[src/rtl/cpu_multicycle_ctrl.sv]
`default_nettype none
// +--------------------------------------------------------------------------+
// | Module   : cpu_multicycle_ctrl                                           |
// | Purpose  : Multicycle control FSM for the ARMv4-subset core. Sequences    |
// |            a shared instruction/data memory through a req/ready          |
// |            handshake, evaluates condition codes against held NZCV flags  |
// |            and traps a stalled memory access into a sticky FAULT state.  |
// | Ports    : clk, rst (sync, active-high)                                  |
// |            Instr[31:0]   current IR contents                             |
// |            ALUFlags[3:0] {N,Z,C,V} from the ALU this cycle               |
// |            MemReady      memory completes the access this cycle          |
// |            MemReq/MemWrite/AdrSrc/IRWrite/PCWrite/RegWrite  strobes      |
// |            ALUSrcA, ALUSrcB, ResultSrc, ImmSrc, RegSrc, ALUControl muxes |
// |            Fault         sticky timeout / undefined-Op indication        |
// | Options  : `define CPU_MC_PERF_EN adds CycleCount[31:0], RetireCount[31:0]|
// | Revision : 1.0  initial release                                          |
// +--------------------------------------------------------------------------+
module cpu_multicycle_ctrl #(
  parameter int WAIT_W      = 4,
  parameter int MEM_TIMEOUT = 15
) (
  input  logic        clk,
  input  logic        rst,
  input  logic [31:0] Instr,
  input  logic [3:0]  ALUFlags,
  input  logic        MemReady,
  output logic        MemReq,
  output logic        MemWrite,
  output logic        AdrSrc,
  output logic        IRWrite,
  output logic        PCWrite,
  output logic        RegWrite,
  output logic        ALUSrcA,
  output logic [1:0]  ALUSrcB,
  output logic [1:0]  ResultSrc,
  output logic [1:0]  ImmSrc,
  output logic [2:0]  RegSrc,
  output logic [3:0]  ALUControl,
  output logic        Fault
`ifdef CPU_MC_PERF_EN
  ,
  output logic [31:0] CycleCount,
  output logic [31:0] RetireCount
`endif
);

  typedef enum logic [3:0] {
    S_FETCH  = 4'd0,  S_DECODE = 4'd1,  S_MEMADR = 4'd2,  S_MEMRD  = 4'd3,
    S_MEMWB  = 4'd4,  S_MEMWR  = 4'd5,  S_EXECR  = 4'd6,  S_EXECI  = 4'd7,
    S_ALUWB  = 4'd8,  S_BRANCH = 4'd9,  S_FAULT  = 4'd10
  } state_t;

  localparam logic [WAIT_W-1:0] c_timeout = WAIT_W'(MEM_TIMEOUT);
  localparam logic [3:0] c_add = 4'b0000, c_sub = 4'b0001, c_and = 4'b0010,
                         c_orr = 4'b0011, c_eor = 4'b0100, c_mov = 4'b0101;

  state_t            r_state, w_next;
  logic [3:0]        r_flags;
  logic [WAIT_W-1:0] r_wait;
  logic              r_fault;

  // Instruction fields
  logic [1:0] w_op;
  logic [3:0] w_cmd, w_rd, w_cond;
  logic       w_i, w_s, w_u, w_l;
  assign w_cond = Instr[31:28];
  assign w_op   = Instr[27:26];
  assign w_i    = Instr[25];
  assign w_cmd  = Instr[24:21];
  assign w_u    = Instr[23];
  assign w_s    = Instr[20];
  assign w_l    = Instr[20];
  assign w_rd   = Instr[15:12];

  // Register numbers and immediates are consumed by the datapath only
  logic w_unused_ok;
  assign w_unused_ok = ^{Instr[19:16], Instr[11:0]};

  logic w_is_cmp, w_pcs, w_addsub;
  assign w_is_cmp = (w_cmd == 4'b1010);
  assign w_pcs    = ((w_rd == 4'hF) && !w_is_cmp) || (w_op == 2'b10);
  assign w_addsub = (w_cmd == 4'b0100) || (w_cmd == 4'b0010) || w_is_cmp;

  logic [3:0] w_dp_alu;
  always_comb begin
    w_dp_alu = c_add;
    case (w_cmd)
      4'b0100:          w_dp_alu = c_add;
      4'b0010, 4'b1010: w_dp_alu = c_sub;
      4'b0000:          w_dp_alu = c_and;
      4'b1100:          w_dp_alu = c_orr;
      4'b0001:          w_dp_alu = c_eor;
      4'b1101:          w_dp_alu = c_mov;
      default:          w_dp_alu = c_add;
    endcase
  end

  // Condition check against the held flags {N,Z,C,V}
  logic w_n, w_z, w_c, w_v, w_condex;
  assign {w_n, w_z, w_c, w_v} = r_flags;
  always_comb begin
    w_condex = 1'b0;
    case (w_cond)
      4'h0: w_condex = w_z;
      4'h1: w_condex = !w_z;
      4'h2: w_condex = w_c;
      4'h3: w_condex = !w_c;
      4'h4: w_condex = w_n;
      4'h5: w_condex = !w_n;
      4'h6: w_condex = w_v;
      4'h7: w_condex = !w_v;
      4'h8: w_condex = w_c && !w_z;
      4'h9: w_condex = !w_c || w_z;
      4'hA: w_condex = (w_n == w_v);
      4'hB: w_condex = (w_n != w_v);
      4'hC: w_condex = !w_z && (w_n == w_v);
      4'hD: w_condex = w_z || (w_n != w_v);
      4'hE: w_condex = 1'b1;
      default: w_condex = 1'b0;
    endcase
  end

  // Memory watchdog: the final permitted wait cycle with no ready traps
  logic w_memreq, w_timeout;
  assign w_memreq  = (r_state == S_FETCH) || (r_state == S_MEMRD) || (r_state == S_MEMWR);
  assign w_timeout = (MEM_TIMEOUT != 0) && w_memreq && !MemReady && (r_wait == c_timeout);

  always_comb begin
    w_next = r_state;
    case (r_state)
      S_FETCH:  w_next = w_timeout ? S_FAULT : (MemReady ? S_DECODE : S_FETCH);
      S_DECODE: begin
        case (w_op)
          2'b00:   w_next = w_i ? S_EXECI : S_EXECR;
          2'b01:   w_next = S_MEMADR;
          2'b10:   w_next = S_BRANCH;
          default: w_next = S_FAULT;
        endcase
      end
      S_MEMADR: w_next = w_l ? S_MEMRD : S_MEMWR;
      S_MEMRD:  w_next = w_timeout ? S_FAULT : (MemReady ? S_MEMWB : S_MEMRD);
      S_MEMWB:  w_next = S_FETCH;
      S_MEMWR:  w_next = w_timeout ? S_FAULT : (MemReady ? S_FETCH : S_MEMWR);
      S_EXECR:  w_next = S_ALUWB;
      S_EXECI:  w_next = S_ALUWB;
      S_ALUWB:  w_next = S_FETCH;
      S_BRANCH: w_next = S_FETCH;
      S_FAULT:  w_next = S_FAULT;
      default:  w_next = S_FAULT;
    endcase
  end

  always_ff @(posedge clk) begin
    if (rst) begin
      r_state <= S_FETCH;
      r_flags <= 4'b0000;
      r_wait  <= '0;
      r_fault <= 1'b0;
    end else begin
      r_state <= w_next;
      if (w_next == S_FAULT)
        r_fault <= 1'b1;
      if (w_next != r_state)
        r_wait <= '0;
      else if (w_memreq && !MemReady && (r_wait != '1))
        r_wait <= r_wait + WAIT_W'(1);
      // N,Z follow every flag-setting op; C,V only arithmetic ones
      if (((r_state == S_EXECR) || (r_state == S_EXECI)) && w_s && w_condex) begin
        r_flags[3:2] <= ALUFlags[3:2];
        if (w_addsub)
          r_flags[1:0] <= ALUFlags[1:0];
      end
    end
  end

`ifdef CPU_MC_PERF_EN
  always_ff @(posedge clk) begin
    if (rst) begin
      CycleCount  <= 32'd0;
      RetireCount <= 32'd0;
    end else begin
      if (r_state != S_FAULT)
        CycleCount <= CycleCount + 32'd1;
      if ((w_next == S_FETCH) && (r_state != S_FETCH))
        RetireCount <= RetireCount + 32'd1;
    end
  end
`endif

  always_comb begin
    MemReq     = 1'b0;
    MemWrite   = 1'b0;
    AdrSrc     = 1'b0;
    IRWrite    = 1'b0;
    PCWrite    = 1'b0;
    RegWrite   = 1'b0;
    ALUSrcA    = 1'b0;
    ALUSrcB    = 2'b00;
    ResultSrc  = 2'b00;
    ImmSrc     = 2'b00;
    RegSrc     = 3'b000;
    ALUControl = c_add;
    Fault      = r_fault;
    // Register/immediate selects follow the IR once it holds the new
    // instruction; during FETCH the IR is stale so they stay at 0.
    // RegSrc[2] is reserved and always 0.
    if ((r_state != S_FETCH) && (r_state != S_FAULT)) begin
      ImmSrc = (w_op == 2'b11) ? 2'b00 : w_op;
      RegSrc = {1'b0, (w_op == 2'b01) && !w_l, (w_op == 2'b10)};
    end
    case (r_state)
      S_FETCH: begin
        MemReq    = 1'b1;
        IRWrite   = MemReady;
        PCWrite   = MemReady;
        ALUSrcA   = 1'b1;
        ALUSrcB   = 2'b10;
        ResultSrc = 2'b10;
      end
      S_DECODE: begin
        ALUSrcA   = 1'b1;
        ALUSrcB   = 2'b10;
        ResultSrc = 2'b10;
      end
      S_MEMADR: begin
        ALUSrcB    = 2'b01;
        ALUControl = w_u ? c_add : c_sub;
      end
      S_MEMRD: begin
        MemReq = 1'b1;
        AdrSrc = 1'b1;
      end
      S_MEMWB: begin
        ResultSrc = 2'b01;
        RegWrite  = w_condex;
      end
      S_MEMWR: begin
        MemReq   = 1'b1;
        AdrSrc   = 1'b1;
        MemWrite = w_condex;
      end
      S_EXECR: ALUControl = w_dp_alu;
      S_EXECI: begin
        ALUSrcB    = 2'b01;
        ALUControl = w_dp_alu;
      end
      S_ALUWB: begin
        RegWrite = w_condex && !w_is_cmp;
        PCWrite  = w_condex && w_pcs;
      end
      S_BRANCH: begin
        ALUSrcB   = 2'b01;
        ResultSrc = 2'b10;
        PCWrite   = w_condex;
      end
      default: ;
    endcase
    if (rst) begin
      MemReq     = 1'b0;
      MemWrite   = 1'b0;
      AdrSrc     = 1'b0;
      IRWrite    = 1'b0;
      PCWrite    = 1'b0;
      RegWrite   = 1'b0;
      ALUSrcA    = 1'b0;
      ALUSrcB    = 2'b00;
      ResultSrc  = 2'b00;
      ImmSrc     = 2'b00;
      RegSrc     = 3'b000;
      ALUControl = 4'b0000;
      Fault      = 1'b0;
    end
  end

endmodule
`default_nettype wire

[config.mk]
export PLATFORM = sky130hd
export DESIGN_NAME = cpu_multicycle_ctrl
export DESIGN_NICKNAME = d
export VERILOG_FILES = /design/src/rtl/cpu_multicycle_ctrl.sv
export SDC_FILE = /design/constraint.sdc
export NUM_CORES = 1
export LEC_CHECK = 0
export ABC_AREA = 1
export CORE_MARGIN = 3
export CORE_UTILIZATION = 40
export CTS_BUF_LIST = sky130_fd_sc_hd__clkbuf_8
export CTS_CLUSTER_DIAMETER = 100
export DETAILED_ROUTE_END_ITERATION = 6
export DONT_BUFFER_PORTS = 1
export GPL_TIMING_DRIVEN = 0
export PLACE_DENSITY = 0.58
export SLEW_MARGIN = 20
export SYNTH_ARGS = -nofsm -noshare
export SYNTH_HDL_FRONTEND = slang
export SYNTH_SLANG_ARGS = --single-unit
[constraint.sdc]
create_clock -name clk -period 3.4 [get_ports clk]
set_clock_uncertainty 0.15 [all_clocks]
set_input_delay 1.02 -clock clk [delete_from_list [all_inputs] [get_ports clk]]
set_output_delay 1.02 -clock clk [all_outputs]
set_load 0.02 [all_outputs]
Word-level counts from Yosys, hierarchy flattened
Cells that the tools add are included.

word-level totals
  register bits = 13
  input bits = 39
  output and inout port bits = 21
  word-level logic and storage cells = 127

operators by class
  add/subtract/negate cells = 1
  eq/ne operators = 40
  mux-type cells = 39
  reduce and logical (&&, ||, !) cells = 42

operators by type and width
  kind                 count
  $eq 4x4->1 const B   15
  $eq 4x3->1 const B   9
  $pmux 4 s7           1
  $eq 4x2->1 const B   5
  $mux 1               16
  $mux 4               4
  $pmux 1 s15          1
  $pmux 3 s5           1
  $eq 4x1->1 const B   3
  $logic_and 1x1->1    12
  $logic_not 4->1      3
  $mux 2               6
  $mux 3               4
  $pmux 4 s3           1
  $reduce_or 3->1      4
  $reduce_or 2->1      5
  $logic_or 1x1->1     8
  $ne 4x4->1 const B   2
  $pmux 2 s2           2
  $pmux 4 s2           1
  $logic_not 1->1      7
  $add 4x1->4 const B  1
  $eq 2x2->1 const B   2
  $ne 4x4->1           1
  8 further kinds      8

Longest topological paths before layout
Gate-level depths: netlist of run 1.

  depth in word-level cells = 9
  depth in mapped cells = 13
  depth with buffers taken out = 13

Worst setup path after synthesis of run 1
OpenSTA, ideal clock, no wires.

  path kind = input to output
  start = input port Instr[24]
  end = output port ALUControl[2]
  data arrival time = 2.253 ns
  data required time = 2.230 ns
  slack = -0.023 ns
  stages = 3
  buffers on the path = 0
  path through = nor2_1 inv_1 a2111oi_0

on the way
  longest elaborated chain between the ends = 5
  elaborated cells on any way between the ends = 10
  those cells by class = eq/ne: 5; mux: 3; reduce/logical: 2

ends and longest elaborated chain
  item                                      line  RTL
  from (decl)                               24    input logic [31:0] Instr,
  $eq 4x4->1 or $eq 4x2->1 (tied branches)  87    case (w_cmd)
  $reduce_or 2->1                           87
  $pmux 3 s5 *                              87
  $pmux 4 s2 *                              211   case (r_state)
  $mux 4 *                                  258   if (rst) begin
  to (decl)                                 38    output logic [3:0] ALUControl,

Every way passes the cells marked *; elsewhere a longest branch is shown, timed or not.

Worst setup path after layout of run 1
  start = input port rst
  end = output port RegSrc[0]

on the way
  longest elaborated chain between the ends = 1

ends and longest elaborated chain
  item         line  RTL
  from (decl)  23    input logic rst,
  $mux 3       258
  to (decl)    37    output logic [2:0] RegSrc,

Every way passes these cells.

==> results by group, run 1 <==
Setup path
  – Slowest CP cell: nor3_1
  – Crit path max fanout: 10
  – Reg-to-Reg Start: r_state[2]
  – Slowest stage delay, CP: 650 ps
  – CP endpoint: RegSrc[0]
  – Startpoint types: input pin
  – CP Capture Type: output port
  – Crit path from: rst
  – FF-to-FF setup slack: 1520 ps
  – Reg2reg path depth: 8
  – Critical-path cell list: clkbuf_1 > nor3_1 > buf_4
  – Worst endpoint required time: 2230 ps
  – WS Path Type: in2out
  – Worst R2R End: r_flags[1]
  – Data arrival, critical path: 2160 ps

STA
  – Worst-Margin Slew: 1050 ps
  – Final Hold Violating Endpoints: 0
  – Tmin final: 3330 ps
  – FMAX: 300 MHz
  – Period utilization: 0.980
  – Slew headroom: 0.299
  – RSZ-0062 raised after global routing: true
  – Setup-failing EPs final: 0
  – Max Slew Vio Count: 0

Pwr
  – Switching power: 0.000215 W
  – Clock power share: 0.256
  – Maximum vdd drop: 202 uV
  – P_int: 0.000308 W
  – Total Power: 0.000524 W
  – Seq pwr share: 0.333
  – Switch share: 0.412
  – Leak: 0.738 nW
  – Combinational power share: 0.411
  – Power Density: 356 mW/mm2

Synth
  – Synth Register Bits: 13
  – Post-Synth Simple-Gate Area: 0.508
  – Post-Synth XOR/XNOR Area: 0.0130
  – Main combinational cell family by area after synthesis: simple AND/OR/NAND/NOR gates
  – Syn Inst Count: 237
  – Complex-gate fraction of the synthesized area: 0.116
  – Ys Warns: 0
  – Post-synthesis sequential area ratio: 0.194
  – Mux cell area share after synthesis: 0.00839
  – Area share of fa/ha/maj cells after synthesis: 0.00932
  – Synth Cell Area: 0.00134 mm2
  – Synth cell types: 38
  – Mean Syn Cell Area: 5.66 um2

Layout
  – Commonest non-fill, non-tap cells in the layout: 67 x nand2_1, 41 x inv_1, 28 x nor2_1, 13 x nand3_1, 13 x dfxtp_1
  – Share of layout cells above drive strength 1: 0.153
  – Layout Nets: 283
  – Antenna diodes: 0
  – Layout Cells excl Fill: 286
  – P&R area growth vs syn: 9.41%
  – Fill count: 354
  – Final core occ: 0.470
  – Most common cell after layout, fill and taps aside: nand2_1

CTS
  – Root Buffer: clkbuf_8
  – CTS tree: yes
  – Total CTS buffers: 3
  – Htree depth: 1
  – Clock sink total: 13
  – Clock-pin transition on the worst setup and hold timing paths: 60 ps
  – Setup bufs post-CTS: 0
  – CTS Hold Bufs: 0
  – Clock tree buffer depth: 2
  – Clk_lat worst skew: 240 ps

Drt
  – Routed vias: 1379
  – Drt first-iter violations: 72
  – Final wirelength: 3260 um
  – Post-DR vias/cell: 4.82
  – Routed Antenna Nets: 0
  – WL/cell: 11.4 um
  – DRC viols: 0
  – First-pass detailed-route iteration total: 5

Global route
  – Tot GR Track Use: 0.169
  – Vias in the first global route: 1300
  – First-pass GRT wire length: 5630 um
  – Largest net degree at the start of global routing: 11
  – Initial antenna violation count: 0
  – Total overflow reported by the global router: 0

Floorplanning
  – DIE HEIGHT: 63.9 um
  – DIE WIDTH: 63.9 um
  – FP Rows: 20
  – DIE AREA: 0.00409 mm2
  – Area of the core: 0.00313 mm2
  – Initial Utilization: 0.429
  – Io pins: 60

Hold path
  – Worst hold path type: reg2reg

Place
  – GPL Wtd Cong: 0.817
  – Placed insts: 282
  – HPWL Detailed: 2670 um
  – IO buf count: 0

Job
  – Max_cap viols: 0

Status
  – Outcome: finished clean
[cell families (layout without fill, tap and decap cells)]
| group | after synthesis | count (layout) |
|---|---|---|
| AND/OR/NAND/NOR | 142 | 142 |
| buffers and inverters | 49 | 53 |
| AO/OA/AOI/OAI | 28 | 28 |
| flip-flops | 13 | 13 |
| XOR/XNOR | 2 | 2 |
| adder cells (fa/ha/maj) | 1 | 1 |
| other | 1 | 2 |
| multiplexers | 1 | 1 |
[cell usage after synthesis, drive strengths merged]
cell      n  share of area
buf       4          0.022
o31ai     1         0.0056
xnor2     1         0.0065
or2       4          0.019
o22ai     1         0.0047
clkinv    1         0.0028
xor2      1         0.0065
nand2    71           0.22
inv      42           0.12
a211oi    1         0.0056
clkbuf    2         0.0056
mux2      1         0.0084
a21oi    10          0.037
a2111oi   1         0.0065
nor2     37           0.12
nor3      5          0.022
nand4     5          0.028
a31o      1         0.0065
a31oi     2         0.0093
dfxtp    13           0.19
o21ai    11          0.041
nand3    16          0.076
ha        1         0.0093
nand3b    2          0.014
nor4      2         0.0093
conb      1         0.0028
[layout make-up]
class	instances	area [um2]	share of cell area
clock inverter	1	3.75	0.00256
multi-input combinational	176	910	0.619
buffer	6	37.5	0.0256
clock buffer	3	41.3	0.0281
sequential	13	260	0.177
inverter	43	161	0.110
tap	44	55.1	0.0375
[per-stage QoR]
| stage | setup TNS [ps] | worst slack, ps | hold slack, ps | instance area, um2 |
|---|---|---|---|---|
| finish | 0 | 68.4 | 329 | 1470 |
| global placement | -128 | -128 | 325 | 1400 |
| global route | -53.6 | -22.7 | 389 | 1470 |
| CTS | 0 | 6.85 | 339 | 1450 |
| floorplan | 0 | 66.3 | 302 | 1350 |
| detailed placement | -112 | -112 | 326 | 1400 |
[repair_timing]
action | CTS | global route
pin swaps | 0 | 0
hold endpoints to repair | 0 | 0
endpoints found under the setup margin | 1 | 5
gates resized for setup | 2 | 4
[worst max-delay path: cells and delay by family]
family,cells,cell delay [ps]
buffers and inverters,2,480
AND/OR/NAND/NOR,1,650
[metal layers]
layer	vias to the layer above	wire (um)	GRT usage
li1	745	-	-
met1	603	1550	0.225
met5	-	0	0
met3	2	185	0.0404
met2	29	1510	0.280
met4	0	10	0.0243
[power by group through the flow]
stage	Clock, W	Sequential, W	Combinational (W)
after floorplan	0	0.000174	0.000182
after CTS	0.000142	0.000174	0.000214
final	0.000134	0.000174	0.000215
after global routing	0.000148	0.000176	0.000244
after global placement	0	0.000177	0.000211
after detailed placement	0	0.000177	0.000211
[flip-flops by register name, indices dropped and copies added (netlist names)]
register / flops
r_fault: 1
r_flags: 4
r_state: 4
r_wait: 4
[worst min path at each step]
stage / from / to / slack, ps / depth (start not counted)
after global placement: r_fault / r_fault / 330 / 2
after floorplan: r_fault / r_fault / 300 / 2
after global routing: r_fault / r_fault / 390 / 2
after detailed placement: r_fault / r_fault / 330 / 2
final: r_fault / r_fault / 330 / 2
after CTS: r_fault / r_fault / 340 / 2
No activity file was read; power rests on OpenSTA's default activity.
==> run 2, diff against run 1 <==
--- a/config.mk
+++ b/config.mk
@@ -6,14 +6,13 @@
 export NUM_CORES = 1
 export LEC_CHECK = 0
 export ABC_AREA = 1
-export CORE_MARGIN = 3
-export CORE_UTILIZATION = 40
+export CORE_UTILIZATION = 48
 export CTS_BUF_LIST = sky130_fd_sc_hd__clkbuf_8
 export CTS_CLUSTER_DIAMETER = 100
 export DETAILED_ROUTE_END_ITERATION = 6
 export DONT_BUFFER_PORTS = 1
 export GPL_TIMING_DRIVEN = 0
-export PLACE_DENSITY = 0.58
+export PLACE_DENSITY = 0.67
 export SLEW_MARGIN = 20
 export SYNTH_ARGS = -nofsm -noshare
 export SYNTH_HDL_FRONTEND = slang
==> run 2 against run 1 <==
  * Fmax is 0.48% higher
  * Sequential power hardly changed
  * Design area is 0.34% lower
  * Via count is 3.1% higher
  * Worst setup slack better by 16 ps
  * Register-to-register slack better by 100 ps
  * Largest power group unchanged
  * Highest routed layer unchanged
==> results by group, run 2 (synthesized netlist as in run 1, its figures left out) <==
STA
  – Final Hold Violating Endpoints: 0
  – Slew headroom: 0.309
  – Max Slew Vio Count: 0
  – Setup-failing EPs final: 0
  – Period utilization: 0.975
  – RSZ-0062 raised after global routing: true
  – Tmin final: 3320 ps
  – FMAX: 302 MHz
  – Hold slack: 329 ps
  – Worst-Margin Slew: 1030 ps

Floorplanning
  – DIE HEIGHT: 54.9 um
  – FP Rows: 18
  – DIE WIDTH: 54.9 um
  – Io pins: 60
  – Area of the core: 0.00257 mm2
  – Initial Utilization: 0.523
  – DIE AREA: 0.00301 mm2

Place
  – Placed insts: 268
  – IO buf count: 0
  – Cell Area, Placed: 0.00139 mm2
  – HPWL Detailed: 2450 um
  – GPL Wtd Cong: 0.811

Global route
  – Largest net degree at the start of global routing: 11
  – Total overflow reported by the global router: 0
  – Initial antenna violation count: 0
  – Vias in the first global route: 1129
  – Tot GR Track Use: 0.221
  – First-pass GRT wire length: 4720 um

CTS
  – Cells resized by post-CTS repair: 2
  – CTS Hold Bufs: 0
  – Htree depth: 1
  – Root Buffer: clkbuf_8
  – Clk_lat worst skew: 250 ps
  – Total CTS buffers: 3
  – Clock tree buffer depth: 2
  – Clock-pin transition on the worst setup and hold timing paths: 60 ps
  – CTS tree: yes
  – Setup bufs post-CTS: 0
  – Clock sink total: 13

Setup path
  – Startpoint types: input pin
  – Reg2reg path depth: 8
  – CP Capture Type: output port
  – Data arrival, critical path: 2150 ps
  – Reg-to-Reg Start: r_state[2]
  – Worst endpoint required time: 2230 ps
  – Worst R2R End: r_flags[0]
  – WS Path Type: in2out
  – FF-to-FF setup slack: 1620 ps
  – Crit path max fanout: 10

Layout
  – Fill count: 290
  – Share of layout cells above drive strength 1: 0.161
  – Most common cell after layout, fill and taps aside: nand2_1
  – P&R area growth vs syn: 9.04%
  – Antenna diodes: 0
  – Layout Nets: 283
  – Commonest non-fill, non-tap cells in the layout: 67 x nand2_1, 40 x inv_1, 28 x nor2_1, 13 x nand3_1, 13 x dfxtp_1
  – Top flop regs: r_flags: 4 flops, r_state: 4 flops, r_wait: 4 flops
  – Layout Cells excl Fill: 272
  – Final standard cell area without fillers: 0.00146 mm2

Hold path
  – Worst hold start: r_fault
  – Worst hold path type: reg2reg
  – WHS Endpoint: r_fault
  – Worst Hold Depth: 2

Pwr
  – Power Density: 360 mW/mm2
  – Maximum vdd drop: 337 uV
  – Leak: 0.738 nW

Drt
  – Routed vias: 1422
  – Final wirelength: 2990 um
  – WL/cell: 11.0 um
  – Post-DR vias/cell: 5.23
  – DRC viols: 0
  – Drt first-iter violations: 30
  – First-pass detailed-route iteration total: 4
  – Routed Antenna Nets: 0

Job
  – Max_cap viols: 0

Status
  – Outcome: finished clean
-- run 2: metrics by stage --
| step | total power, W | setup TNS (ps) | setup slack, ps | util |
|---|---|---|---|---|
| floorplan | 0.000356 | 0 | 66.3 | - |
| global placement | 0.000386 | -114 | -114 | 0.539 |
| detailed placement | 0.000386 | -111 | -111 | 0.539 |
| CTS | 0.000528 | 0 | 18.2 | 0.560 |
| global route | 0.000571 | -38.7 | -20.2 | 0.570 |
| finish | 0.000527 | 0 | 84.2 | 0.570 |
-- run 2: cell type report --
class | instances | area [um2] | area share
Multi-Input combinational cell | 176 | 921 | 0.629
Clock buffer | 3 | 41.3 | 0.0282
Sequential cell | 13 | 260 | 0.178
Clock inverter | 1 | 5.00 | 0.00342
Tap cell | 30 | 37.5 | 0.0256
Inverter | 43 | 161 | 0.110
Buffer | 6 | 37.5 | 0.0256
-- run 2: critical path, stage by stage --
cell and delay (ps):
clkbuf_1 220, nor3_1 640, buf_4 260
-- run 2: metal layers --
metal | wire length (um) | GRT usage
met1 | 1490 | 0.286
met2 | 1290 | 0.347
met3 | 169 | 0.0667
met4 | 33 | 0.0641
met5 | 0 | 0
-- run 2: how the worst max path moves through the flow --
stage	startpoint	to	slack, ps	cells after the start
after floorplan	Instr[29]	RegWrite	70	10
after global placement	Instr[29]	RegWrite	-110	10
after detailed placement	Instr[29]	RegWrite	-110	10
after CTS	rst	ALUSrcB[1]	20	3
after global routing	Instr[29]	RegWrite	-20	10
final	rst	RegSrc[0]	80	3
-- run 2: power by group --
group	total (W)	leakage, nW	switching, W	internal (W)
sequential	0.000174	0.105	0.0000124	0.000161
clock	0.000137	0.0255	0.0000562	0.0000810
combinational	0.000216	0.607	0.000148	0.0000683
==> run 3, diff against run 2 <==
==> constraint.sdc (replaced) <==
create_clock -name clk -period 4.3 [get_ports clk]
set_clock_uncertainty 0.15 [all_clocks]
set_input_delay 1.29 -clock clk [delete_from_list [all_inputs] [get_ports clk]]
set_output_delay 1.29 -clock clk [all_outputs]
set_load 0.02 [all_outputs]
==> run 3 against run 2 <==
  * Worst setup slack better by 180 ps
  * Largest cell class unchanged
  * Sequential share of layout area is 0.42 points higher
  * Count of clock-buffer cells in the layout is the same
==> results by group, run 3 (synthesized netlist as in run 1, its figures left out) <==
Global route
  – Vias in the first global route: 1128
  – Largest net degree at the start of global routing: 11
  – Initial antenna violation count: 0
  – First-pass GRT wire length: 4760 um
  – Tot GR Track Use: 0.224
  – Total overflow reported by the global router: 0

Pwr
  – Maximum vdd drop: 188 uV
  – P_int: 0.000243 W
  – Leak: 0.735 nW
  – Clock power share: 0.265
  – Switch share: 0.412
  – Seq pwr share: 0.332
  – Switching power: 0.000170 W
  – Combinational power share: 0.404
  – Total Power: 0.000413 W
  – Power Density: 289 mW/mm2

STA
  – Period utilization: 0.939
  – Setup-failing EPs final: 0
  – Slew headroom: 0.265
  – Setup TNS: 0 ps
  – Worst Setup Slack, final: 263 ps
  – Tmin final: 4040 ps
  – Final Hold Violating Endpoints: 0
  – Hold slack: 324 ps
  – FMAX: 248 MHz
  – Max Slew Vio Count: 0
  – Worst-Margin Slew: 1090 ps
  – RSZ-0062 raised after global routing: false

Setup path
  – Worst endpoint required time: 2860 ps
  – WS Path Type: in2out
  – FF-to-FF setup slack: 2560 ps
  – Crit path from: rst
  – Worst path buffer plus inverter count: 0
  – Reg-to-Reg Start: r_state[2]
  – Startpoint types: input pin
  – Data arrival, critical path: 2600 ps
  – Critical-path cell list: nor4_1 > nand2_1 > o21ai_0
  – CP endpoint: RegWrite
  – Cell class contributing the biggest share of worst-path delay: simple AND/OR/NAND/NOR gates
  – Reg2reg path depth: 8
  – Worst R2R End: r_flags[1]
  – Crit path max fanout: 5
  – Slowest CP cell: nor4_1
  – CP Capture Type: output port
  – Slowest stage delay, CP: 900 ps
  – Cell count along the critical path: 3

Layout
  – Most common cell after layout, fill and taps aside: nand2_1
  – Top flop regs: r_flags: 4 flops, r_state: 4 flops, r_wait: 4 flops
  – Antenna diodes: 0
  – Share of layout cells above drive strength 1: 0.132
  – Layout Nets: 283
  – Commonest non-fill, non-tap cells in the layout: 67 x nand2_1, 41 x inv_1, 29 x nor2_1, 13 x nand3_1, 13 x dfxtp_1
  – P&R area growth vs syn: 6.52%

Drt
  – DRC viols: 0
  – Final wirelength: 3010 um
  – First-pass detailed-route iteration total: 4
  – Drt first-iter violations: 28
  – Routed Antenna Nets: 0
  – Post-DR vias/cell: 5.13
  – WL/cell: 11.1 um
  – Routed vias: 1395

Floorplanning
  – FP Rows: 18
  – DIE HEIGHT: 54.9 um
  – DIE WIDTH: 54.9 um
  – Initial Utilization: 0.523
  – DIE AREA: 0.00301 mm2
  – Area of the core: 0.00257 mm2
  – Io pins: 60

Status
  – Outcome: finished clean

CTS
  – Total CTS buffers: 3
  – Cells resized by post-CTS repair: 0
  – Clock sink total: 13
  – CTS tree: yes
  – Clk_lat worst skew: 250 ps
  – Setup bufs post-CTS: 0
  – Root Buffer: clkbuf_8
  – Clock-pin transition on the worst setup and hold timing paths: 50 ps
  – Clock tree buffer depth: 2
  – CTS Hold Bufs: 0
  – Htree depth: 1

Place
  – GPL Wtd Cong: 0.792
  – HPWL Detailed: 2490 um
  – IO buf count: 0
  – Setup WS pre-CTS: 262 ps

Job
  – Max_cap viols: 0

Hold path
  – Worst hold path type: reg2reg
[run 3: how the worst min path moves through the flow]
stage | start | to | depth (start not counted)
finish | r_fault | r_fault | 2
global route | r_flags[3] | r_flags[3] | 2
CTS | r_fault | r_fault | 2
detailed placement | r_fault | r_fault | 2
global placement | r_fault | r_fault | 2
floorplan | r_fault | r_fault | 2
[run 3: cell type report]
class / instances / area, um2
clock buffers: 3 / 41.3
well taps: 30 / 37.5
flip-flops and latches: 13 / 260
clock inverters: 1 / 3.75
plain buffers: 6 / 37.5
multi-input cells: 176 / 888
fillers: 287 / 1140
inverters: 43 / 161
[run 3: metrics by stage]
stage | cell area [um2] | util | cells
after floorplan | 1350 | - | 238
after global placement | 1380 | 0.539 | 268
after detailed placement | 1390 | 0.539 | 268
after CTS | 1430 | 0.557 | 272
after global routing | 1430 | 0.557 | 272
final | 1430 | 0.557 | 272
[run 3: tightest hold or removal path, stage by stage (launching register included)]
cell and delay, ps:
dfxtp_1 290, inv_1 60, o21ai_0 70
[run 3: routing by layer]
layer	GRT usage	share of wire
met4	0.0385	0.0053
met2	0.369	0.45
met5	0	0
met1	0.293	0.50
met3	0.0556	0.045
[run 3: power groups by stage]
| stage | combinational, W | clock, W | sequential (W) |
|---|---|---|---|
| after floorplan | 0.000144 | 0 | 0.000138 |
| after global placement | 0.000166 | 0 | 0.000139 |
| after detailed placement | 0.000167 | 0 | 0.000140 |
| after CTS | 0.000167 | 0.000114 | 0.000137 |
| after global routing | 0.000188 | 0.000118 | 0.000138 |
| final | 0.000167 | 0.000109 | 0.000137 |
